**src/rtl/regwrite_pkg.sv**
```systemverilog
// Shared types for the register-file write-port arbiter.
// Entry metadata lives here; entry data is held separately, N bits wide.
package regwrite_pkg;

   typedef logic [4:0] regaddr_t;

   typedef struct packed {
      logic     valid;
      regaddr_t addr;
   } pend_entry_t;

   localparam regaddr_t REG_ZERO = 5'd0;

endpackage

```
**src/rtl/regwrite_arb_pend_fifo.sv**
```systemverilog
// Pending link-write buffer: circular FIFO with per-entry kill and
// youngest-match lookup for two read ports (REGWRITE_ARB_FWD_EN gates data).
module pend_fifo
   import regwrite_pkg::*;
#(
   parameter  int N     = 64,
   parameter  int DEPTH = 2,
   localparam int AW    = $clog2(DEPTH),
   localparam int CW    = AW + 1
) (
   input  logic             clk,
   input  logic             reset,
   input  logic             push,
   input  regaddr_t         push_addr,
   input  logic [N-1:0]     push_data,
   input  logic             pop,
   input  logic             flush,
   input  logic [DEPTH-1:0] kill,
   input  regaddr_t         ra1,
   input  regaddr_t         ra2,
   output pend_entry_t      ents [DEPTH],
   output logic             head_valid,
   output regaddr_t         head_addr,
   output logic [N-1:0]     head_data,
   output logic [CW-1:0]    count,
   output logic             hit1,
   output logic             hit2,
   output logic [N-1:0]     rd1_data,
   output logic [N-1:0]     rd2_data
);

   logic [AW-1:0] head;
   logic [AW-1:0] tail;
   logic [N-1:0]  dat [DEPTH];
   logic [AW-1:0] idx;

   // Pointers, occupancy and entry metadata; popped slots are cleared.
   always_ff @(posedge clk or negedge reset) begin
      if (!reset) begin
         head  <= '0;
         tail  <= '0;
         count <= '0;
         for (int i = 0; i < DEPTH; i++) ents[i] <= '0;
      end else if (flush) begin
         head  <= '0;
         tail  <= '0;
         count <= '0;
         for (int i = 0; i < DEPTH; i++) ents[i] <= '0;
      end else begin
         for (int i = 0; i < DEPTH; i++)
            if (kill[i]) ents[i].valid <= 1'b0;
         if (pop) begin
            ents[head].valid <= 1'b0;
            head <= head + AW'(1);
         end
         if (push) begin
            ents[tail] <= '{valid: 1'b1, addr: push_addr};
            tail <= tail + AW'(1);
         end
         if (push && !pop)
            count <= count + CW'(1);
         else if (pop && !push)
            count <= count - CW'(1);
      end
   end

   // Entry data storage, written at the tail.
   always_ff @(posedge clk) begin
      if (push && !flush) dat[tail] <= push_data;
   end

   assign head_valid = ents[head].valid;
   assign head_addr  = ents[head].addr;
   assign head_data  = dat[head];

   // Oldest-to-youngest scan; the last match seen is the youngest.
   always_comb begin
      hit1     = 1'b0;
      hit2     = 1'b0;
      rd1_data = '0;
      rd2_data = '0;
      idx      = head;
      for (int i = 0; i < DEPTH; i++) begin
         idx = head + AW'(i);
         if (ents[idx].valid && ents[idx].addr == ra1) begin
            hit1 = 1'b1;
`ifdef REGWRITE_ARB_FWD_EN
            rd1_data = dat[idx];
`endif
         end
         if (ents[idx].valid && ents[idx].addr == ra2) begin
            hit2 = 1'b1;
`ifdef REGWRITE_ARB_FWD_EN
            rd2_data = dat[idx];
`endif
         end
      end
   end

endmodule

```
**src/rtl/regwrite_arb.sv**
```systemverilog
// Register-file write-port arbiter: writeback > buffered link > direct link.
// REGWRITE_ARB_FWD_EN turns buffered-write hazards into forwarded data.
module regwrite_arb
   import regwrite_pkg::*;
#(
   parameter int N     = 64,
   parameter int DEPTH = 2
) (
   input  logic                   clk,
   input  logic                   reset,
   input  logic                   wb_valid,
   input  regaddr_t               wb_addr,
   input  logic [N-1:0]           wb_data,
   input  logic                   lnk_valid,
   input  regaddr_t               lnk_addr,
   input  logic [N-1:0]           lnk_data,
   output logic                   lnk_ready,
   input  logic                   flush,
   input  regaddr_t               ra1,
   input  regaddr_t               ra2,
   output logic                   hz1,
   output logic                   hz2,
   output logic                   fwd1_valid,
   output logic                   fwd2_valid,
   output logic [N-1:0]           fwd1_data,
   output logic [N-1:0]           fwd2_data,
   output logic                   we3,
   output regaddr_t               wa3,
   output logic [N-1:0]           wd3,
   output logic [$clog2(DEPTH):0] count
);

   localparam int CW = $clog2(DEPTH) + 1;

   pend_entry_t      ents [DEPTH];
   logic             head_valid;
   regaddr_t         head_addr;
   logic [N-1:0]     head_data;
   logic             hit1, hit2;
   logic [N-1:0]     rd1_data, rd2_data;
   logic [DEPTH-1:0] kill;
   logic             wb_go, empty, lnk_ok;
   logic             pop, direct, push;
   logic             m1, m2;

   assign wb_go     = wb_valid && wb_addr != REG_ZERO;
   assign empty     = count == '0;
   assign lnk_ready = count < CW'(DEPTH);
   assign lnk_ok    = lnk_valid && lnk_addr != REG_ZERO
                    && lnk_ready && !flush;
   assign pop       = !wb_go && !empty && !flush;
   assign direct    = lnk_ok && empty && !wb_go;
   assign push      = lnk_ok && !direct;

   // A younger writeback makes any buffered write to the same rd stale.
   always_comb begin
      kill = '0;
      for (int i = 0; i < DEPTH; i++)
         kill[i] = wb_go && ents[i].valid && ents[i].addr == wb_addr;
   end

   // Write-port mux; a killed head pops silently with we3 low.
   always_comb begin
      we3 = 1'b0;
      wa3 = REG_ZERO;
      wd3 = '0;
      unique case (1'b1)
         wb_go: begin
            we3 = 1'b1;
            wa3 = wb_addr;
            wd3 = wb_data;
         end
         pop: begin
            if (head_valid) begin
               we3 = 1'b1;
               wa3 = head_addr;
               wd3 = head_data;
            end
         end
         direct: begin
            we3 = 1'b1;
            wa3 = lnk_addr;
            wd3 = lnk_data;
         end
         default: ;
      endcase
   end

   pend_fifo #(.N(N), .DEPTH(DEPTH)) u_fifo (
      .clk        (clk),
      .reset      (reset),
      .push       (push),
      .push_addr  (lnk_addr),
      .push_data  (lnk_data),
      .pop        (pop),
      .flush      (flush),
      .kill       (kill),
      .ra1        (ra1),
      .ra2        (ra2),
      .ents       (ents),
      .head_valid (head_valid),
      .head_addr  (head_addr),
      .head_data  (head_data),
      .count      (count),
      .hit1       (hit1),
      .hit2       (hit2),
      .rd1_data   (rd1_data),
      .rd2_data   (rd2_data)
   );

   assign m1 = hit1 && ra1 != REG_ZERO;
   assign m2 = hit2 && ra2 != REG_ZERO;

   // rdX_data is zero from the buffer when forwarding is compiled out.
   assign fwd1_data = rd1_data;
   assign fwd2_data = rd2_data;

`ifdef REGWRITE_ARB_FWD_EN
   assign fwd1_valid = m1;
   assign fwd2_valid = m2;
   assign hz1        = 1'b0;
   assign hz2        = 1'b0;
`else
   assign fwd1_valid = 1'b0;
   assign fwd2_valid = 1'b0;
   assign hz1        = m1;
   assign hz2        = m2;
`endif

endmodule

```
**config.mk**
```make
export PLATFORM = sky130hd
export DESIGN_NAME = regwrite_arb
export DESIGN_NICKNAME = d
export VERILOG_FILES = /design/src/rtl/regwrite_pkg.sv /design/src/rtl/regwrite_arb_pend_fifo.sv /design/src/rtl/regwrite_arb.sv
export SDC_FILE = /design/constraint.sdc
export NUM_CORES = 1
export LEC_CHECK = 0
export ABC_CLOCK_PERIOD_IN_PS = 2600
export BUFFER_PORTS_ARGS = -buffer_cell sky130_fd_sc_hd__clkbuf_2
export CAP_MARGIN = 20
export CORE_AREA = 2 2 139 141
export CTS_CLUSTER_SIZE = 28
export DETAILED_ROUTE_END_ITERATION = 12
export DIE_AREA = 0 0 141 143
export GPL_ROUTABILITY_DRIVEN = 0
export GPL_TIMING_DRIVEN = 1
export PLACE_DENSITY_LB_ADDON = 0.1
export SLEW_MARGIN = 20
export SYNTH_ARGS = -nofsm -noshare
export SYNTH_HDL_FRONTEND = slang
export SYNTH_SLANG_ARGS = --single-unit
```
**constraint.sdc**
```tcl
create_clock -name clk -period 2.6 [get_ports clk]
set_clock_uncertainty 0.1 [all_clocks]
set_input_delay 0.52 -clock clk [delete_from_list [all_inputs] [get_ports clk]]
set_output_delay 0.52 -clock clk [all_outputs]
set_load 0.01 [all_outputs]
```
# ---- Yosys cells after proc, flatten, opt, wreduce, memory -nomap -nowiden
# Memory sizes are Yosys's and may differ from the RTL's.
# Index checks and enable logic that the tools add are counted.
dict set report totals {
  ff_bits 16
  ramBits 128
  out_inout_bits 205
  wordCells 105
  mem_count 1
}
dict set report classes {
  add_sub_neg 4
  magnitude_cmp 6
  n_eq_ne 6
  muxes 39
  bitwise 3
  reduce_logical 39
}
# name words width read_ports rd_ports_with_merged_regs wr line
set memory_table {}
lappend memory_table {u_fifo.dat 2 64 1 0 1 regwrite_arb_pend_fifo.sv:34} ;# logic [N-1:0] dat [DEPTH];
# cell n
set op_table {}
lappend op_table {{$pmux 64 s3} 1}
lappend op_table {{$mux 64} 1}
lappend op_table {{$mux 12} 4}
lappend op_table {{$mux 6} 8}
lappend op_table {{$eq 5x5->1} 6}
lappend op_table {{$bwmux 12} 2}
lappend op_table {{$logic_and 1x1->1} 24}
lappend op_table {{$reduce_bool 5->1} 4}
lappend op_table {{$mux 1} 15}
lappend op_table {{$pmux 5 s3} 1}
lappend op_table {{$demux 6 s1} 2}
lappend op_table {{$ge 2x2->1 const B} 3}
lappend op_table {{$logic_not 1->1} 6}
lappend op_table {{$mux 2} 3}
lappend op_table {{$not 1->2} 3}
lappend op_table {{$mux 5} 1}
lappend op_table {{$lt 2x1->1 const B} 2}
lappend op_table {{$reduce_bool 2->1} 2}
lappend op_table {{$reduce_bool 3->1} 1}
lappend op_table {{$add 1x1->1 const B} 2}
lappend op_table {{$add 2x1->2 const B} 1}
lappend op_table {{$logic_not 2->1} 1}
lappend op_table {{$lt 2x2->1 const B} 1}
lappend op_table {{$pmux 1 s2} 1}
lappend op_table {{other kinds (2)} 2}

# ---- Depth between registers and ports, before layout
dict set report logic_depth {
  word_depth 13
  depth_mapped 8
  ltp_nobuf 5
}

# ---- Cells and area by module
# From an unflattened synthesis, not the netlist that was laid out.
dict set report unflattened {
  cells_unflattened 657
  area_unflattened_um2 8224.1
}
# module instances cells_each area_each_um2 seq_area_each_um2
set modules_own_cells {}
lappend modules_own_cells {pend_fifo 1 452 6685.2 4244.1}
lappend modules_own_cells {regwrite_arb 1 205 1539.0 0.0}

# ---- Worst setup path before layout
# No wires, ideal clock.
dict set report synth_timing {
  kind {input port to flip-flop}
  start {input wb_addr[2]}
  end {memory u_fifo.dat[0][0] (enable)}
  setup_time_ns 0.418
  arrival_ns 2.667
  required_time_ns 2.082
  setup_slack_ns -0.585
  path_stages 6
  path_cell_list {or4_1 o21ai_2 a2111oi_0 nand2b_1 buf_2 inv_1}
}
dict set report synth_via {
  elab_chain_cells 9
}
# item line
set synth_lines {}
lappend synth_lines {{from (decl)} regwrite_arb.sv:12} ;# input regaddr_t wb_addr,
lappend synth_lines {{$reduce_bool 5->1} regwrite_arb.sv:46} ;# assign wb_go = wb_valid && wb_addr != REG_ZERO;
lappend synth_lines {{$logic_and 1x1->1} regwrite_arb.sv:46}
lappend synth_lines {{$logic_not 1->1} regwrite_arb.sv:52} ;# assign direct = lnk_ok && empty && !wb_go;
lappend synth_lines {{$logic_and 1x1->1} regwrite_arb.sv:52}
lappend synth_lines {{$logic_not 1->1} regwrite_arb.sv:53} ;# assign push = lnk_ok && !direct;
lappend synth_lines {{$logic_and 1x1->1} regwrite_arb.sv:53}
lappend synth_lines {{$logic_and 1x1->1} regwrite_arb_pend_fifo.sv:69} ;# if (push && !flush) dat[tail] <= push_data;
lappend synth_lines {{$mux 1} regwrite_arb_pend_fifo.sv:69}
lappend synth_lines {{$mux 1 (not written as such)} regwrite_arb_pend_fifo.sv:69}
lappend synth_lines {{to (decl)} regwrite_arb_pend_fifo.sv:34}
# No other way between the ends.

# ---- Final worst setup path
dict set report layout_timing {
  start {input wb_addr[4]}
  end {output wd3[13]}
}
dict set report layout_via {
  elab_chain_cells 6
  elab_cells_between_ends 7
  classes_between {1 x mux; 6 x reduce/logical}
}
# item line
set layout_lines {}
lappend layout_lines {{$reduce_bool 5->1 (*)} regwrite_arb.sv:46}
lappend layout_lines {{$logic_and 1x1->1 (*)} regwrite_arb.sv:46}
lappend layout_lines {{$logic_not 1->1} {regwrite_arb.sv:51, regwrite_arb.sv:52}}
lappend layout_lines {{$logic_and 1x1->1 (2 in a row)} regwrite_arb.sv:51} ;# assign pop = !wb_go && !empty && !flush;
lappend layout_lines {{$pmux 64 s3 (*)} regwrite_arb.sv:67} ;# unique case (1'b1)
lappend layout_lines {{to (decl)} regwrite_arb.sv:29} ;# output logic [N-1:0] wd3,
# Mark *: on every way between the ends. The rest lies on a longest branch, timed or not.

==> metrics <==
Netlist cell types 41; die footprint 20,200 um^2; WHS Path Cells 1; Post-Syn Instances 645; count leader, synth buf_4; Nets 1,069; vias 5,925; worst hold start lnk_data[29]; adder-cell share of the synthesized area 0%; simple-gate share of the synthesized area 6.06%; Yosys top cell area share 48.4%; crit path capture type output port; largest area contributor in the netlist edfxtp_1; Worst-path clk slew 0.07 ns; failing checks setup timing; top post-synthesis cells by area edfxtp_1 48%, buf_4 12%, mux2i_1 9.5%; XOR/XNOR Fraction of Synth Area 3.20%; WS Path Type in2out; grt ovf 0; main combinational cell family by area after synthesis buffers and inverters; minimum clock period 2.85 ns; CTS tree built; DRC errors left 0; # IOs 358; Reg2Reg Launch Point u_fifo.count[0]; die width 141 um; leakage power 4.30 nW; n_diodes 0; hold endpoint u_fifo.dat[0][29]; Die Height 143 um; Syn Std Cell Area 7930 um^2; max frequency 0.350 GHz; layout cells sized above 1 44.1%; worst min path class in2reg; Reg-to-Reg End u_fifo.dat[0][53]; Power Total 6.03 mW; max cap viols 0; drt first pass iters 4; Async SR Flop Fraction 11.1%; unrepaired setup endpoints after global routing true; Clock Latency Late Sink 0.41 ns; IO buf count 227; synth cell count leaders 130 x buf_4, 128 x edfxtp_1, 82 x nor2_1; total CTS buffers 17; final clock period utilization by the worst path 110%; Arr. time, crit path 2.23 ns; Req. time, crit path 1.98 ns; nature of the critical path startpoint primary input; DRT antenna net count 0; top_reg_cell synth edfxtp_1; final WL 21,900 um; post-synthesis sequential area ratio 53.5%; depth of the CTS H-tree 4; Total Routing Usage GR 19.6%; share of cell area taken by muxes after synthesis 10.9%; DR WL/cell 18.8 um; Core ar. 18,600 um^2; synthesized area per cell 12.3 um^2; status finished, violations left; #FFs+latches synth 144; # setup viols final 72; YS warnings 0; vias in the first global route 5,655; number of synthesized flops with an enable pin 128; starting DRC count in detailed routing 293; Worst Path Max Fanout 7; pwr dens 571 nW/um^2; Hold WS 0.203 ns; CTS sink count 144; Vias/cell 5.09; pin count of the biggest net entering global routing 51; initial antenna violation count 0; FILL cells 1,598; VDD IR max 448 uV; CTS max path bufs 2; reg2reg path depth 5; setup ws final -0.254 ns; Synth Area in Compound Gates 11.3%; hold violation total from the final report 0; synthesis-to-layout area growth 33.1%; FP Rows 50; post-detail-place hpwl 14,600 um; CTS root buffer clkbuf_16; Initial Util 42.7%; Reg2Reg Setup Slack 0.65 ns; first-pass GRT wire length 30,500 um; max-slew violation count 0
state kept, by name, indices dropped and copies added (netlist names):
| register | count |
|---|---|
| u_fifo.count | 2 |
| u_fifo.dat | 128 |
| u_fifo.ents | 12 |
| u_fifo.head | 1 |
| u_fifo.tail | 1 |
metrics by stage:
| step | worst slack, ns | setup TNS [ns] | area, um^2 | util (%) | instances |
|---|---|---|---|---|---|
| after floorplan | -0.364 | -28.73 | 8480 | - | 774 |
| after global placement | -0.240 | -13.53 | 9150 | 49.3 | 1103 |
| after detailed placement | -0.253 | -14.31 | 9150 | 49.3 | 1103 |
| after CTS | -0.248 | -14.53 | 10100 | 54.1 | 1147 |
| after global routing | -0.313 | -19.83 | 10600 | 56.8 | 1163 |
| final | -0.254 | -15.19 | 10600 | 56.8 | 1163 |
layout by cell type (no fill, tap or decap), types with 4 or more instances in the layout:
cell        netlist  final
clkbuf_16         0     22
clkbuf_2          0    207
nor2_4            0     13
inv_6             0      4
dfrtp_1          16     15
buf_6             3      8
clkinv_4          0      4
o211ai_1          4      4
clkinvlp_4        0      4
buf_12            0     17
o21ai_0          10      9
nor3_1            5      4
buf_2            11     16
nor2b_1           4      4
xnor2_1          16     16
nor2_2            1     43
edfxtp_1        128    128
xor2_1           13     13
nand4_1           6      6
inv_1            11     10
conb_1            1    130
mux2_2           10     10
mux2i_4           0      5
buf_4           130     29
nor2_1           82     27
mux2i_1          75     67
a221o_1          69     69
power breakdown:
group	switching [mW]	leakage, nW	internal (mW)
Combinational	0.547	2.64	0.440
Clock	0.975	0.276	1.43
Sequential	0.0390	1.38	2.60
worst max path at each step:
stage               cells after the start   startpoint                to
finish                                  7   wb_addr[4]           wd3[13]
global route                            8  u_fifo.head           wd3[62]
CTS                                     8  lnk_addr[3]           wd3[58]
detailed placement                      8  lnk_addr[3]           wd3[58]
global placement                        8  lnk_addr[3]           wd3[58]
floorplan                               6   wb_addr[1]  u_fifo.dat[0][0]
repair_timing:
| action | 4_1_cts | 5_1_grt |
|---|---|---|
| resized for setup | 35 | 94 |
| cloned | 3 | 8 |
| hold buffers | 1 | 0 |
| setup endpoints to repair | 72 | 72 |
| buffers inserted | 8 | 9 |
| pin swaps | 11 | 11 |
| endpoints found under the hold margin | 16 | 0 |
metal layers:
metal  wire length, um  share of wire, %  global-route usage, %  vias up
met5                 0                 0                      0        -
met4               420               1.9                   7.37        0
met3              1310               6.0                   4.63       29
met2             11200                51                   33.2      284
met1              8930                41                   24.6     2905
li1                  -                 -                      -     2707
critical path: stages:
cell       delay (ns)
buf_8            0.10
or4_4            0.57
o21a_4           0.28
clkbuf_16        0.16
buf_12           0.13
a221o_1          0.34
clkbuf_2         0.13
logic make-up after synthesis:
kind of cell / after synthesis
and+or+nand+nor: 110
AOI/OAI and AO/OA: 98
muxes: 85
xor gates and xnor gates: 29
DFF: 144
buffers and inverters: 178
other: 1
layout make-up:
cell class,instances,area [um^2],share of cell area [%]
flip-flops and latches,144,4250,40.2
multi-input cells,452,3330,31.5
repair buffers,290,2060,19.5
clock buffers,18,429,4.07
well taps,234,293,2.77
clock inverters,14,156,1.48
inverters,11,45.0,0.427
Note: power is estimated with default switching activity, not from simulation.
